==> config.mk <==
export PLATFORM = sky130hd
export DESIGN_NAME = arbitro_rr_4a1_flat
export DESIGN_NICKNAME = d
export VERILOG_FILES = /design/src/rtl/arbitro_rr_4a1_pkg.sv /design/src/rtl/arbitro_rr_4a1_if.sv /design/src/rtl/arbitro_rr_4a1_rr_select.sv /design/src/rtl/arbitro_rr_4a1.sv /design/src/flat_wrapper.sv
export SDC_FILE = /design/constraint.sdc
export NUM_CORES = 1
export LEC_CHECK = 0
export CORE_ASPECT_RATIO = 0.8
export CORE_MARGIN = 4
export CORE_UTILIZATION = 32
export DETAILED_ROUTE_END_ITERATION = 8
export GPL_TIMING_DRIVEN = 0
export PLACE_DENSITY = 0.76
export SLEW_MARGIN = 25
export SYNTH_ARGS = -nofsm -noshare
export SYNTH_HDL_FRONTEND = slang
export SYNTH_SLANG_ARGS = --single-unit
==> constraint.sdc <==
create_clock -name clk -period 2.1 [get_ports clk]
set_input_delay 0.525 -clock clk [delete_from_list [all_inputs] [get_ports clk]]
set_output_delay 0.525 -clock clk [all_outputs]
set_load 0.1 [all_outputs]
==> src/rtl/arbitro_rr_4a1_pkg.sv <==
// Shared definitions for the four-class round-robin merge arbiter.
// The class field occupies the top CLASS_W bits of every FIFO entry.
package arbitro_pkg;

   localparam int NUM_REQ = 4;
   localparam int IDX_W   = 2;
   localparam int CLASS_W = 2;
   localparam int CNT_W   = 4;

   typedef enum logic {
      IDLE  = 1'b0,
      SERVE = 1'b1
   } state_t;

endpackage

==> src/rtl/arbitro_rr_4a1_if.sv <==
// Bus between the arbiter, the four class FIFOs and the shared downstream FIFO.
// master is the arbiter side, slave is the FIFO/environment side.
interface arbitro_rr_4a1_if #(
   parameter int DATA_WIDTH = 6
);
   import arbitro_pkg::*;

   logic                            Enable;
   logic [NUM_REQ-1:0]              FIFO_empty;
   logic [NUM_REQ*DATA_WIDTH-1:0]   FIFO_data;
   logic                            Almost_full;
   logic [NUM_REQ-1:0]              Pop;
   logic                            Push;
   logic [DATA_WIDTH-1:0]           data_out;
   logic [IDX_W-1:0]                grant_id;
   logic                            idle;

   modport master (
      input  Enable, FIFO_empty, FIFO_data, Almost_full,
      output Pop, Push, data_out, grant_id, idle
   );

   modport slave (
      output Enable, FIFO_empty, FIFO_data, Almost_full,
      input  Pop, Push, data_out, grant_id, idle
   );

endinterface

==> src/rtl/arbitro_rr_4a1_rr_select.sv <==
// Circular first-set-bit finder: returns the first requester at or after
// start, wrapping modulo NUM_REQ.
module rr_select
   import arbitro_pkg::*;
(
   input  logic [NUM_REQ-1:0] req,
   input  logic [IDX_W-1:0]   start,
   output logic               found,
   output logic [IDX_W-1:0]   idx
);

   // Scanning from the farthest offset down lets the nearest hit win.
   always_comb begin
      found = 1'b0;
      idx   = start;
      for (int k = NUM_REQ - 1; k >= 0; k--) begin
         if (req[start + IDX_W'(k)]) begin
            found = 1'b1;
            idx   = start + IDX_W'(k);
         end
      end
   end

endmodule

==> src/rtl/arbitro_rr_4a1.sv <==
// Round-robin arbiter draining four class FIFOs into one downstream FIFO,
// with a per-requester burst quantum and a fixed two-cycle pop-to-push latency.
module arbitro_rr_4a1
   import arbitro_pkg::*;
#(
   parameter int DATA_WIDTH = 6,
   parameter int QUANTUM    = 2
)(
   input  logic             clk,
   input  logic             reset,
   arbitro_rr_4a1_if.master bus
);

   state_t               state_q, state_d;
   logic [IDX_W-1:0]     cur_q, cur_d;
   logic [IDX_W-1:0]     last_q, last_d;
   logic [CNT_W-1:0]     burst_q, burst_d;
   logic [NUM_REQ-1:0]   pop_d;
   logic [IDX_W-1:0]     pop_idx;

   logic                 go;
   logic [NUM_REQ-1:0]   req;
   logic [IDX_W-1:0]     rr_start;
   logic                 rr_found;
   logic [IDX_W-1:0]     rr_idx;

   logic                 s1_valid;
   logic [IDX_W-1:0]     s1_idx;
   logic                 push_q;
   logic [DATA_WIDTH-1:0] data_q;
   logic [IDX_W-1:0]     gid_q;

   assign go  = bus.Enable & ~bus.Almost_full & ~reset;
   assign req = ~bus.FIFO_empty;

   // From IDLE the scan starts after the last served requester; while serving
   // it starts after the current one, so cur is only re-picked when alone.
   assign rr_start = (state_q == IDLE) ? last_q + 1'b1 : cur_q + 1'b1;

   rr_select u_rr_select (
      .req   (req),
      .start (rr_start),
      .found (rr_found),
      .idx   (rr_idx)
   );

   always_comb begin
      state_d = state_q;
      cur_d   = cur_q;
      last_d  = last_q;
      burst_d = burst_q;
      pop_d   = '0;
      pop_idx = cur_q;
      case (state_q)
         IDLE: begin
            if (go && rr_found) begin
               pop_d[rr_idx] = 1'b1;
               pop_idx       = rr_idx;
               cur_d         = rr_idx;
               burst_d       = CNT_W'(1);
               state_d       = SERVE;
            end
         end
         SERVE: begin
            if (go) begin
               if (req[cur_q] && (burst_q < CNT_W'(QUANTUM))) begin
                  pop_d[cur_q] = 1'b1;
                  burst_d      = burst_q + 1'b1;
               end else begin
                  last_d = cur_q;
                  if (rr_found) begin
                     pop_d[rr_idx] = 1'b1;
                     pop_idx       = rr_idx;
                     cur_d         = rr_idx;
                     burst_d       = CNT_W'(1);
                  end else begin
                     state_d = IDLE;
                  end
               end
            end
         end
      endcase
   end

   // last_q resets to the highest index so requester 0 wins the first scan.
   always_ff @(posedge clk) begin
      if (reset) begin
         state_q <= IDLE;
         cur_q   <= '0;
         last_q  <= IDX_W'(NUM_REQ - 1);
         burst_q <= '0;
      end else begin
         state_q <= state_d;
         cur_q   <= cur_d;
         last_q  <= last_d;
         burst_q <= burst_d;
      end
   end

   // Stage 1 remembers which FIFO was popped; stage 2 captures its read data,
   // which the class FIFOs present one cycle after the pop.
   always_ff @(posedge clk) begin
      if (reset) begin
         s1_valid <= 1'b0;
         s1_idx   <= '0;
         push_q   <= 1'b0;
         data_q   <= '0;
         gid_q    <= '0;
      end else begin
         s1_valid <= |pop_d;
         s1_idx   <= pop_idx;
         push_q   <= s1_valid;
         if (s1_valid) begin
            data_q <= bus.FIFO_data[int'(s1_idx) * DATA_WIDTH +: DATA_WIDTH];
            gid_q  <= s1_idx;
         end
      end
   end

   assign bus.Pop      = pop_d;
   assign bus.Push     = push_q;
   assign bus.data_out = data_q;
   assign bus.grant_id = gid_q;
   assign bus.idle     = (state_q == IDLE) & ~s1_valid & ~push_q;

endmodule

==> src/flat_wrapper.sv <==
// flat-port wrapper written by rule: the top's interface ports become plain ports
module arbitro_rr_4a1_flat import arbitro_pkg::*;
#(
   parameter int DATA_WIDTH = 6,
   parameter int QUANTUM    = 2
)
  (clk, reset, bus_Enable, bus_FIFO_empty, bus_FIFO_data, bus_Almost_full, bus_Pop, bus_Push, bus_data_out, bus_grant_id, bus_idle);
  arbitro_rr_4a1_if #(.DATA_WIDTH(DATA_WIDTH)) bus_i ();
  input  logic clk;
  input  logic reset;
  input wire logic [$bits(bus_i.Enable)-1:0] bus_Enable;
  input wire logic [$bits(bus_i.FIFO_empty)-1:0] bus_FIFO_empty;
  input wire logic [$bits(bus_i.FIFO_data)-1:0] bus_FIFO_data;
  input wire logic [$bits(bus_i.Almost_full)-1:0] bus_Almost_full;
  output wire logic [$bits(bus_i.Pop)-1:0] bus_Pop;
  output wire logic [$bits(bus_i.Push)-1:0] bus_Push;
  output wire logic [$bits(bus_i.data_out)-1:0] bus_data_out;
  output wire logic [$bits(bus_i.grant_id)-1:0] bus_grant_id;
  output wire logic [$bits(bus_i.idle)-1:0] bus_idle;
  assign bus_i.Enable = bus_Enable;
  assign bus_i.FIFO_empty = bus_FIFO_empty;
  assign bus_i.FIFO_data = bus_FIFO_data;
  assign bus_i.Almost_full = bus_Almost_full;
  assign bus_Pop = bus_i.Pop;
  assign bus_Push = bus_i.Push;
  assign bus_data_out = bus_i.data_out;
  assign bus_grant_id = bus_i.grant_id;
  assign bus_idle = bus_i.idle;
  arbitro_rr_4a1 #(.DATA_WIDTH(DATA_WIDTH), .QUANTUM(QUANTUM)) u_core (.clk(clk), .reset(reset), .bus(bus_i));
endmodule
==> results.ini <==
[sta]
setup_viol = 4
skew_ps = 7.42
tightest_slew_ps = 992
max_freq_mhz = 395
final.min_clock_period_ps = 2530
slew_violations = 0
slew_headroom_pct = 34.1
setup_slack_ps = -433
rsz0062_at_grt = yes
hold_viol = 0
finalCritPeriodShare_pct = 121

[cts]
tritoncts = built
insertion_delay_ps = 260
h-tree-depth = 1
clock_sinks = 19
root_buffer = clkbuf_8
cts.clk_slew.worst_paths_ps = 70
clk_path_buf_depth = 2
cts_made_buffers = 3

[pwr]
combPwrFrac_pct = 33.8
p_seq_share_pct = 39.9
fin_total_pwr_uw = 956
vdd_drop_max_mv = 0.345
clockPowerShare_pct = 26.3
intPower_uw = 652
power_switching_uw = 303
p_sw_share_pct = 31.7
power_leakage_nw = 0.758
powerDensity_nw_per_um2 = 501

[logic_synthesis]
netlist.area_leader.share_pct = 32.5
synth_edf_count = 0
synth_ff_type = dfxtp_1
ys_ff_latch = 19
synth_cell_types = 40
synth.area.top_cells = dfxtp_1 33%, mux4_2 12%, mux2i_1 9.4%, nor2_1 4.2%, o22ai_1 2.7%
netlist_area_um2 = 1170
syn_avg_cell_area_um2 = 10.1
syn_inst = 116
yosysWarnings = 0
synth_top_cells_by_count = 19 x dfxtp_1, 13 x nor2_1, 11 x mux2i_1
yosysTopAreaCell = dfxtp_1
async_reset_ff_share_pct = 0
yosysMostFrequentCell = dfxtp_1
yosysSeqAreaShare_pct = 32.5
synthesis.nets = 149

[global_routing]
gr-total-overflow = 0
grt_usage_pct = 14.9
grt_max_degree = 12
grt_pass1_wl_um = 5160
antenna_found_initial = 0
first_global_vias = 1103

[final_layout]
area_growth_pct = 63.1
final_util_pct = 55.0
regArea_um2 = 382
diodes = 0
final_cells = 209
multi_input_area_um2 = 857
stdcell_area_um2 = 1910
drive_gt1_share_pct = 29.3
nFillCells = 315
finalNetCount = 201

[status]
status = complete, but fails checks
violations = negative setup slack

[floorplanning]
dieArea_um2 = 4690
initial_core_util_pct = 33.7
rows = 19
design.core.area_um2 = 3470
die_width_um = 75.6
die_y_um = 62.1
io_pins = 46

[setup_path]
cp.arrival_ps = 2010
slowest_delay_ps = 360
cpMaxStageDelayCell = a221oi_4
r2r_cells = 7
cp-endpoint = bus_Pop[0]
start_kind = flip-flop
critPathRequiredTime_ps = 1570
crit_chain = buf_6 > mux2i_4 > o221ai_2 > a221oi_4 > nand2b_4 > o22ai_4 > buf_12
end_kind = output pin
cp-startpoint = u_core.state_q
crit_path_max_fanout = 5
r2r-end = u_core.cur_q[1]
regToRegSetupSlack_ps = 290
rr_startpoint = u_core.cur_q[0]
worstSetupPathType = flip-flop to output pin

[route]
drc = 0
wl_um = 3440
vias = 1104
drt-initial-drc-count = 46
vias_per_cell = 5.28
drt_first_pass_iters = 4
ant_nets = 0
wl_per_cell_um = 16.5

[run]
max_cap_violations = 0

[placement]
pre_cts_slack_ps = -1670
portBuffers = 43
dp.cells = 201
place.gp.congestion = 0.808
hpwl_um = 2720
dpl_cell_area_um2 = 1760

[min_path]
min_path_type = flip-flop to flip-flop

==> power by group through the flow <==
stage	clock, mW	sequential (mW)	combinational (mW)
final	0.251	0.381	0.323
after global routing	0.281	0.382	0.341
after CTS	0.262	0.381	0.318
after detailed placement	0	0.385	0.309
after global placement	0	0.385	0.301
after floorplan	0	0.421	0.174
==> repair_timing <==
item | 4_1_cts | 5_1_grt
gates resized for setup | 67 | 1
hold buffers | 0 | 0
pin swaps | 8 | 4
setup endpoints to repair | 16 | 4
buffers inserted | 5 | 0
==> cell usage in the layout (no fill, tap or decap), drive strengths merged, types with 2 or more instances in the layout <==
| master | instances |
|---|---|
| a21oi | 6 |
| nand2b | 5 |
| dlygate4sd2 | 13 |
| dfxtp | 19 |
| mux2i | 12 |
| nor2b | 4 |
| nand3b | 2 |
| o211ai | 2 |
| a211oi | 2 |
| nor3 | 5 |
| mux4 | 7 |
| inv | 2 |
| nor2 | 13 |
| nand2 | 6 |
| o22ai | 5 |
| clkdlybuf4s50 | 24 |
| o21ai | 2 |
| clkbuf | 5 |
| buf | 16 |
==> routing by layer <==
| metal | vias to the layer above | part of all wire (%) | track usage (%) |
|---|---|---|---|
| met5 | - | 0 | 0 |
| met4 | 0 | 1.8 | 5.74 |
| met3 | 9 | 2.8 | 2.73 |
| met2 | 21 | 55 | 26.2 |
| met1 | 540 | 41 | 18.3 |
| li1 | 534 | - | - |
==> layout make-up <==
class	instances	area share (%)
buffer	8	3.93
clock buffer	3	2.16
clock inverter	1	0.262
inverter	2	0.393
multi-input combinational	86	44.9
sequential	19	20.0
tap	42	2.75
timing repair buffer	48	25.6
==> cells by family (layout without fill, tap and decap cells) <==
group,Yosys count,count (layout),synth area share (%)
simple gates,40,40,18.4
buf+inv,11,62,5.99
fa+ha+maj,1,1,1.07
flops,19,19,32.5
compound gates,24,24,15.2
xor+xnor,1,1,0.749
mux,20,20,26.1
==> worst max-delay path: cells and delay by family (launching register included) <==
| family | cells | cell delay [ps] |
|---|---|---|
| buf+inv | 2 | 290 |
| flops | 1 | 320 |
| mux | 1 | 300 |
| simple gates | 1 | 220 |
| compound gates | 3 | 610 |
==> per-stage QoR <==
stage / setup TNS [ps] / hold slack (ps)
detailed placement: -8270 / 481
global placement: -7350 / 475
floorplan: -1130 / 465
global route: -2010 / 532
CTS: -1870 / 495
finish: -1660 / 490
==> state kept, by name, indices dropped and copies added (netlist names) <==
name	flops
u_core.bus.grant_id	2
u_core.cur_q	2
u_core.burst_q	4
u_core.last_q	2
u_core.state_q	1
u_core.bus.data_out	6
u_core.s1_valid	1
u_core.bus.Push	1
==> how the worst min path moves through the flow <==
stage / depth (start not counted) / to / from
global placement: 2 / u_core.bus.data_out[2] / u_core.bus.data_out[2]
detailed placement: 2 / u_core.bus.data_out[2] / u_core.bus.data_out[2]
global route: 2 / u_core.bus.data_out[0] / u_core.bus.data_out[0]
finish: 2 / u_core.bus.data_out[1] / u_core.bus.data_out[1]
CTS: 2 / u_core.bus.data_out[1] / u_core.bus.data_out[1]
floorplan: 1 / u_core.burst_q[0] / u_core.burst_q[0]
(Power assumes the default switching activity.)
